$ cat config.mk
export PLATFORM = sky130hd
export DESIGN_NAME = mips_multicycle_ctrl
export DESIGN_NICKNAME = d
export VERILOG_FILES = /design/src/rtl/mips_multicycle_ctrl.sv
export SDC_FILE = /design/constraint.sdc
export NUM_CORES = 1
export LEC_CHECK = 0
export CAP_MARGIN = 30
export CORE_MARGIN = 3
export CORE_UTILIZATION = 43
export CTS_BUF_LIST = sky130_fd_sc_hd__clkbuf_8
export CTS_CLUSTER_DIAMETER = 120
export CTS_CLUSTER_SIZE = 25
export DETAILED_ROUTE_END_ITERATION = 8
export PLACE_DENSITY = 0.76
export SETUP_SLACK_MARGIN = 0.1
export SYNTH_ARGS = -nofsm -noshare
export SYNTH_HDL_FRONTEND = slang
export SYNTH_SLANG_ARGS = --single-unit
$ cat constraint.sdc
create_clock -name Clk -period 1.6 [get_ports Clk]
set_input_delay 0.48 -clock Clk [delete_from_list [all_inputs] [get_ports Clk]]
set_output_delay 0.48 -clock Clk [all_outputs]
set_load 0.05 [all_outputs]
$ cat src/rtl/mips_multicycle_ctrl.sv
// Multicycle MIPS control unit: Moore FSM sequencing fetch, decode, execute,
// memory access and write-back, driving every datapath select and enable.
module mips_multicycle_ctrl (
  input  logic       Clk,
  input  logic       Reset_PC,
  input  logic [5:0] Opcode,
  input  logic [5:0] Funct,
  input  logic       Zero,
  output logic       Load_PC,
  output logic       Empty_PC,
  output logic       IRWrite,
  output logic       MemRead,
  output logic       MemWrite,
  output logic       IorD,
  output logic       RegWrite,
  output logic       RegDst,
  output logic       MemtoReg,
  output logic       ALUSrcA,
  output logic [1:0] ALUSrcB,
  output logic [2:0] Seletor_alu,
  output logic [1:0] PCSource,
  output logic       Illegal,
  output logic [3:0] State
);

  typedef enum logic [3:0] {
    S_RESET     = 4'd0,
    S_FETCH     = 4'd1,
    S_DECODE    = 4'd2,
    S_MEM_ADDR  = 4'd3,
    S_MEM_READ  = 4'd4,
    S_MEM_WB    = 4'd5,
    S_MEM_WRITE = 4'd6,
    S_R_EXEC    = 4'd7,
    S_R_WB      = 4'd8,
    S_BRANCH    = 4'd9,
    S_ADDI_EXEC = 4'd10,
    S_ADDI_WB   = 4'd11,
    S_JUMP      = 4'd12,
    S_ILLEGAL   = 4'd13,
    S_SPARE14   = 4'd14,
    S_SPARE15   = 4'd15
  } state_t;

  typedef struct packed {
    logic       empty_pc;
    logic       ir_write;
    logic       mem_read;
    logic       mem_write;
    logic       iord;
    logic       reg_write;
    logic       reg_dst;
    logic       mem_to_reg;
    logic       alu_src_a;
    logic [1:0] alu_src_b;
    logic [2:0] alu_sel;
    logic [1:0] pc_source;
    logic       pc_write;
    logic       pc_write_cond;
    logic       illegal;
  } ctrl_t;

  localparam logic [2:0] ALU_NOP = 3'b000;
  localparam logic [2:0] ALU_ADD = 3'b001;
  localparam logic [2:0] ALU_SUB = 3'b010;
  localparam logic [2:0] ALU_AND = 3'b011;
  localparam logic [2:0] ALU_OR  = 3'b100;
  localparam logic [2:0] ALU_SLT = 3'b101;

  state_t state;
  ctrl_t  ctrl;
  logic   is_store;   // lw/sw choice remembered from DECODE so MEM_ADDR needs no opcode

  // R-type funct -> ALU function; unsupported funct maps to nop
  function automatic logic [2:0] r_alu(input logic [5:0] fn);
    case (fn)
      6'h20:   r_alu = ALU_ADD;
      6'h22:   r_alu = ALU_SUB;
      6'h24:   r_alu = ALU_AND;
      6'h25:   r_alu = ALU_OR;
      6'h2A:   r_alu = ALU_SLT;
      default: r_alu = ALU_NOP;
    endcase
  endfunction

  // Next-state decode; opcode/funct only matter in DECODE
  function automatic state_t next_state(input state_t s, input logic [5:0] op,
                                        input logic [5:0] fn, input logic store);
    case (s)
      S_RESET:     next_state = S_FETCH;
      S_FETCH:     next_state = S_DECODE;
      S_DECODE: begin
        case (op)
          6'h00:         next_state = (r_alu(fn) != ALU_NOP) ? S_R_EXEC : S_ILLEGAL;
          6'h23, 6'h2B:  next_state = S_MEM_ADDR;
          6'h04:         next_state = S_BRANCH;
          6'h08:         next_state = S_ADDI_EXEC;
          6'h02:         next_state = S_JUMP;
          default:       next_state = S_ILLEGAL;
        endcase
      end
      S_MEM_ADDR:  next_state = store ? S_MEM_WRITE : S_MEM_READ;
      S_MEM_READ:  next_state = S_MEM_WB;
      S_R_EXEC:    next_state = S_R_WB;
      S_ADDI_EXEC: next_state = S_ADDI_WB;
      default:     next_state = S_FETCH;
    endcase
  endfunction

  // Moore output table for a given state
  function automatic ctrl_t ctrl_for(input state_t s, input logic [5:0] fn);
    ctrl_t c;
    c = '0;
    case (s)
      S_FETCH: begin
        c.mem_read  = 1'b1;
        c.ir_write  = 1'b1;
        c.alu_src_b = 2'b01;
        c.alu_sel   = ALU_ADD;
        c.pc_write  = 1'b1;
      end
      S_DECODE: begin
        c.alu_src_b = 2'b11;
        c.alu_sel   = ALU_ADD;
      end
      S_MEM_ADDR: begin
        c.alu_src_a = 1'b1;
        c.alu_src_b = 2'b10;
        c.alu_sel   = ALU_ADD;
      end
      S_MEM_READ: begin
        c.mem_read = 1'b1;
        c.iord     = 1'b1;
      end
      S_MEM_WB: begin
        c.reg_write  = 1'b1;
        c.mem_to_reg = 1'b1;
      end
      S_MEM_WRITE: begin
        c.mem_write = 1'b1;
        c.iord      = 1'b1;
      end
      S_R_EXEC: begin
        c.alu_src_a = 1'b1;
        c.alu_sel   = r_alu(fn);
      end
      S_R_WB: begin
        c.reg_write = 1'b1;
        c.reg_dst   = 1'b1;
      end
      S_BRANCH: begin
        c.alu_src_a     = 1'b1;
        c.alu_sel       = ALU_SUB;
        c.pc_write_cond = 1'b1;
        c.pc_source     = 2'b01;
      end
      S_ADDI_EXEC: begin
        c.alu_src_a = 1'b1;
        c.alu_src_b = 2'b10;
        c.alu_sel   = ALU_ADD;
      end
      S_ADDI_WB:   c.reg_write = 1'b1;
      S_JUMP: begin
        c.pc_write  = 1'b1;
        c.pc_source = 2'b10;
      end
      S_ILLEGAL:   c.illegal = 1'b1;
      default:     c.empty_pc = 1'b1;
    endcase
    return c;
  endfunction

  // State register with outputs registered for the state being entered;
  // async reset loads RESET outputs at once, cancelling any pending write.
  always_ff @(posedge Clk or negedge Reset_PC) begin
    if (!Reset_PC) begin
      state    <= S_RESET;
      ctrl     <= ctrl_for(S_RESET, '0);
      is_store <= 1'b0;
    end else begin
      state <= next_state(state, Opcode, Funct, is_store);
      ctrl  <= ctrl_for(next_state(state, Opcode, Funct, is_store), Funct);
      if (state == S_DECODE)
        is_store <= (Opcode == 6'h2B);
    end
  end

  assign Load_PC     = ctrl.pc_write | (ctrl.pc_write_cond & Zero);
  assign Empty_PC    = ctrl.empty_pc;
  assign IRWrite     = ctrl.ir_write;
  assign MemRead     = ctrl.mem_read;
  assign MemWrite    = ctrl.mem_write;
  assign IorD        = ctrl.iord;
  assign RegWrite    = ctrl.reg_write;
  assign RegDst      = ctrl.reg_dst;
  assign MemtoReg    = ctrl.mem_to_reg;
  assign ALUSrcA     = ctrl.alu_src_a;
  assign ALUSrcB     = ctrl.alu_src_b;
  assign Seletor_alu = ctrl.alu_sel;
  assign PCSource    = ctrl.pc_source;
  assign Illegal     = ctrl.illegal;
  assign State       = state;

endmodule
* After elaboration in Yosys (flattened, before gate mapping)
Cells that the tools add are included.
W data, S select, Z words.
** Word-level totals
- Register bits after elaboration :: 24
- Bits of input ports :: 15
- Output and inout port bits :: 22
- Word-level logic and storage cells :: 81
** Operators by class
- Equal/unequal tests :: 29
- Muxes and demuxes :: 22
- Bitwise operators :: 2
- Reduce and logical (&&, ||, !) cells :: 11
** Operators with widths (count)
- $eq A6 B6 Y1 const B :: 7
- $eq A4 B4 Y1 const B :: 7
- $eq A4 B3 Y1 const B :: 6
- $pmux W4 S6 :: 1
- $pmux W4 S5 :: 1
- $eq A4 B2 Y1 const B :: 4
- $pmux W3 S5 :: 1
- $reduce_or A13 Y1 :: 1
- $mux W1 :: 12
- $reduce_or A2 Y1 :: 5
- $pmux W3 S3 :: 1
- $eq A4 B1 Y1 const B :: 2
- $reduce_or A4 Y1 :: 2
- $eq A6 B2 Y1 const B :: 1
- $eq A6 B3 Y1 const B :: 1
- $eq A6 B4 Y1 const B :: 1
- $logic_not A6 Y1 :: 1
- $mux W3 :: 2
- $pmux W2 S3 :: 1
- $mux W4 :: 1
- $pmux W2 S2 :: 1
- $reduce_bool A3 Y1 :: 1
- $reduce_or A3 Y1 :: 1
- $mux W2 :: 1
- other kinds (2) :: 2

* Depth between registers and ports, before layout
- Depth in word-level cells :: 11
- Depth in mapped cells :: 8
- Mapped depth without buffers :: 7

* Worst setup path after synthesis
OpenSTA, ideal clock, no wires.
- Path type :: reg2reg
- Start point :: reg state[3], in the netlist State[3]
- End point :: reg ctrl, in the netlist Seletor_alu[0]
- Data arrival time :: 1.981 ns
- Required time :: 1.530 ns
- Setup slack :: -0.451 ns
- Stages on the path, launching flop included :: 8
- Period minus slack after synthesis :: 2.051 ns
- Path through :: dfrtp_1 buf_6 nor4b_4 nand2b_1 a21oi_2 a2bb2oi_2 or4_1 nand3b_1
** Between the ends
- Word-level cells in the longest chain between the ends :: 5
** Ends and longest elaborated chain
- from (decl) :: line 70 : state_t state;
- from (signal assigned) :: line 181 : state <= next_state(state, Opcode, Funct, is_store);
- $eq A4 B4 Y1, or another cell as far along :: line 89 : case (s)
- $pmux W4 S6 * :: line 89
- $eq A4 B1 Y1, or another cell as far along :: line 114 : case (s)
- $reduce_or A4 Y1 (no source line)
- $pmux W3 S3 * :: line 114
- to (signal assigned) :: line 178 : ctrl <= ctrl_for(S_RESET, '0);
- to (signal assigned) :: line 182 : ctrl <= ctrl_for(next_state(state, Opcode, Funct, is_store), Funct);
- to (decl) :: line 71 : ctrl_t ctrl;
Mark *: on every way between the ends. The rest lies on a longest branch, timed or not.
A chain may end at the register's enable or synchronous reset.

* Worst setup path in the final report
Ends and elaborated chain as after synthesis.

==> results.py <==
metrics = {
    "synth": {
        "synth-adder-area-share_pct": 0,
        "synth_edf_count": 0,
        "synth_largest_area_cell": "dfrtp_1",
        "synth_cells": 128,
        "ys.flop_type": "dfrtp_1",
        "synth_area_leaders": "dfrtp_1 (43%), buf_4 (4.7%), nor2_1 (2.9%), a21oi_1 (2.7%), buf_6 (2.6%)",
        "synth_compound_area_share_pct": 16.3,
        "synth_top_area_share_pct": 42.7,
        "synth_xor_xnor_area_share_pct": 3.39,
        "ys_seq_area_share_pct": 44.7,
        "avgSynthCellArea_um2": 10.1,
        "synth_area_um2": 1290,
        "synth_warnings": 0,
        "syn-num-nets": 143,
        "async_flop_share_pct": 100,
        "synth.distinct_cells": 44,
        "synth_top_family_by_area": "simple AND/OR/NAND/NOR gates",
        "ys_seq_elements": 23,
        "synth_mux_area_share_pct": 0.776,
        "synth-simple-area-share_pct": 24.9,
    },
    "sta": {
        "slew_viol_final": 0,
        "rsz0062_at_grt": "true",
        "setup_ws_ns": -0.267,
        "setup_viol": 15,
        "skew_ns": 0.00736,
        "tns_ns": -1.54,
        "finalHoldViolCount": 0,
        "max_freq_mhz": 536,
        "min_period_ns": 1.87,
        "fin_crit_sh_pct": 117,
        "whs_ns": 0.542,
    },
    "global_routing": {
        "grt_pass1_vias": 1323,
        "grt_pass1_wl_um": 6240,
        "grt_use_total_pct": 23.2,
        "grt_overflow": 0,
        "grt_max_degree": 24,
        "antenna_found_initial": 0,
    },
    "hold_path": {
        "min_path_type": "in -> async",
    },
    "critical_path": {
        "r2r-start": "State[3]$_DFF_PN0_",
        "critical_path.top_delay_family": "simple AND/OR/NAND/NOR gates",
        "r2r_end": "Seletor_alu[0]$_DFF_PN0_",
        "crit_path_end_kind": "flop",
        "criticalPathCategory": "reg -> reg",
        "critPathLaunch": "State[3]$_DFF_PN0_",
        "reg2reg_depth": 6,
        "r2r_setup_slack_ns": -0.27,
        "critPathMaxFanout": 6,
        "crit_arrival_ns": 2.08,
        "required_ns": 1.81,
        "crit_chain": "nor4b_4, nand2b_1, a21oi_2, a2bb2oi_4, or4_4, nand3b_1",
        "cpMaxStageDelayCell": "dfrtp_2",
        "crit_path_start_kind": "flop",
        "worst_path_largest_cell_delay_ns": 0.47,
        "worstPathBufferInverterCount": 0,
    },
    "clock_network": {
        "cts_buffers": 3,
        "cts_tree": "done",
        "clk_latency_ns": 0.28,
        "clockBufferDepth": 2,
        "cts.clk_slew.worst_paths_ns": 0.09,
        "clock-sinks": 23,
        "cts-htree-levels": 1,
        "root_buffer": "clkbuf_8",
    },
    "drt": {
        "wl_per_cell_um": 18.4,
        "routed_via_density": 5.72,
        "vias": 1349,
        "drtIter0Drc": 56,
        "dr.pass1.iters": 4,
        "ant_nets": 0,
        "drcViolationCount": 0,
        "wl_um": 4340,
    },
    "layout": {
        "area_growth_syn_to_layout_pct": 86.7,
        "diodes": 0,
        "final_common_cell": "buf_4",
        "instances_no_fill": 236,
        "layout_common_cells": "buf_4 (40), buf_12 (24), dfrtp_1 (18), buf_6 (9), nor2_1 (8)",
        "drive_above_1_share_pct": 60.0,
        "layout.nets": 221,
        "n_fill_cell": 139,
    },
    "pwr": {
        "max-vdd-ir-drop_uv": 362,
        "leakage_nw": 1.13,
        "power_mw": 1.39,
        "power.density_nw_per_um2": 576,
    },
    "placement": {
        "place_inst": 215,
        "place.port_buffers": 36,
        "dp_hpwl_um": 2490,
        "pre_cts_ws_ns": -0.817,
        "gp_congestion": 0.887,
    },
    "floorplan": {
        "start_util_pct": 46.0,
        "die_area_um2": 3690,
        "row_count": 19,
        "die_width_um": 60.8,
        "core-area_um2": 2810,
        "io_pins": 37,
        "die_y_um": 60.8,
    },
    "run": {
        "cap_violations": 0,
    },
    "run_status": {
        "violations": "setup timing",
        "status": "finished, violations left",
    },
}
[power by group]
group          switching [mW]  internal (mW)
clock network           0.213          0.175
logic                   0.183          0.192
registers              0.0233          0.601
[timing repair]
| action | in CTS | in global routing |
|---|---|---|
| endpoints found under the hold margin | 0 | 0 |
| hold buffers | 0 | 0 |
| resized for setup | 63 | 15 |
| pin swaps | 14 | 12 |
| endpoints found under the setup margin | 21 | 19 |
| setup buffers | 11 | 6 |
[per-layer routing]
metal	part of all wire (%)	GRT usage (%)	up-vias
met1	37	25.3	667
met2	54	43.2	69
met5	0	0	-
li1	-	-	596
met3	5.1	3.19	17
met4	3.6	11.5	0
[sequential cells by signal, indices dropped and copies added (netlist names)]
register / cells
ALUSrcA: 1
ALUSrcB: 2
Empty_PC: 1
IRWrite: 1
Illegal: 1
IorD: 1
MemRead: 1
MemWrite: 1
MemtoReg: 1
PCSource: 2
RegDst: 1
RegWrite: 1
Seletor_alu: 3
State: 4
ctrl: 1
is_store: 1
[cells in the mapped netlist, drive strengths merged (2+ instances only)]
cell,number
a21o,2
a21oi,9
a31oi,2
and3,4
buf,11
dfrtp,22
inv,8
nand2,8
nand2b,5
nand3,2
nand3b,2
nand4b,2
nor2,10
nor2b,3
nor3,6
nor4b,3
o211ai,2
o21ai,5
o22ai,2
o31ai,2
or4,2
xnor2,3
xor2,2
[through the flow]
stage | area (um^2) | util [%]
after floorplan | 1350 | -
after global placement | 2130 | 76.0
after detailed placement | 2130 | 76.0
after CTS | 2320 | 82.6
after global routing | 2410 | 85.9
final | 2410 | 85.9
[how the worst max path moves through the flow]
stage	depth (start not counted)	endpoint
final	6	Seletor_alu[0]$_DFF_PN0_
after global routing	6	Seletor_alu[0]$_DFF_PN0_
after CTS	7	Seletor_alu[0]$_DFF_PN0_
after detailed placement	7	Seletor_alu[0]$_DFF_PN0_
after global placement	7	Seletor_alu[0]$_DFF_PN0_
after floorplan	6	Seletor_alu[0]$_DFF_PN0_
[logic make-up after synthesis]
logic type | count (synthesis)
AO/OA/AOI/OAI | 28
AND/OR/NAND/NOR | 51
other | 1
XOR/XNOR | 5
buffers and inverters | 19
flip-flops | 23
multiplexers | 1
[cell type report]
type | count | area (um^2) | area share, %
well taps | 31 | 38.8 | 1.61
clock inverters | 1 | 5.00 | 0.208
flip-flops and latches | 23 | 582 | 24.2
repair buffers | 84 | 972 | 40.4
inverters | 8 | 32.5 | 1.35
clock buffers | 3 | 41.3 | 1.71
multi-input cells | 86 | 737 | 30.6
Note: power is estimated with default switching activity, not from simulation.
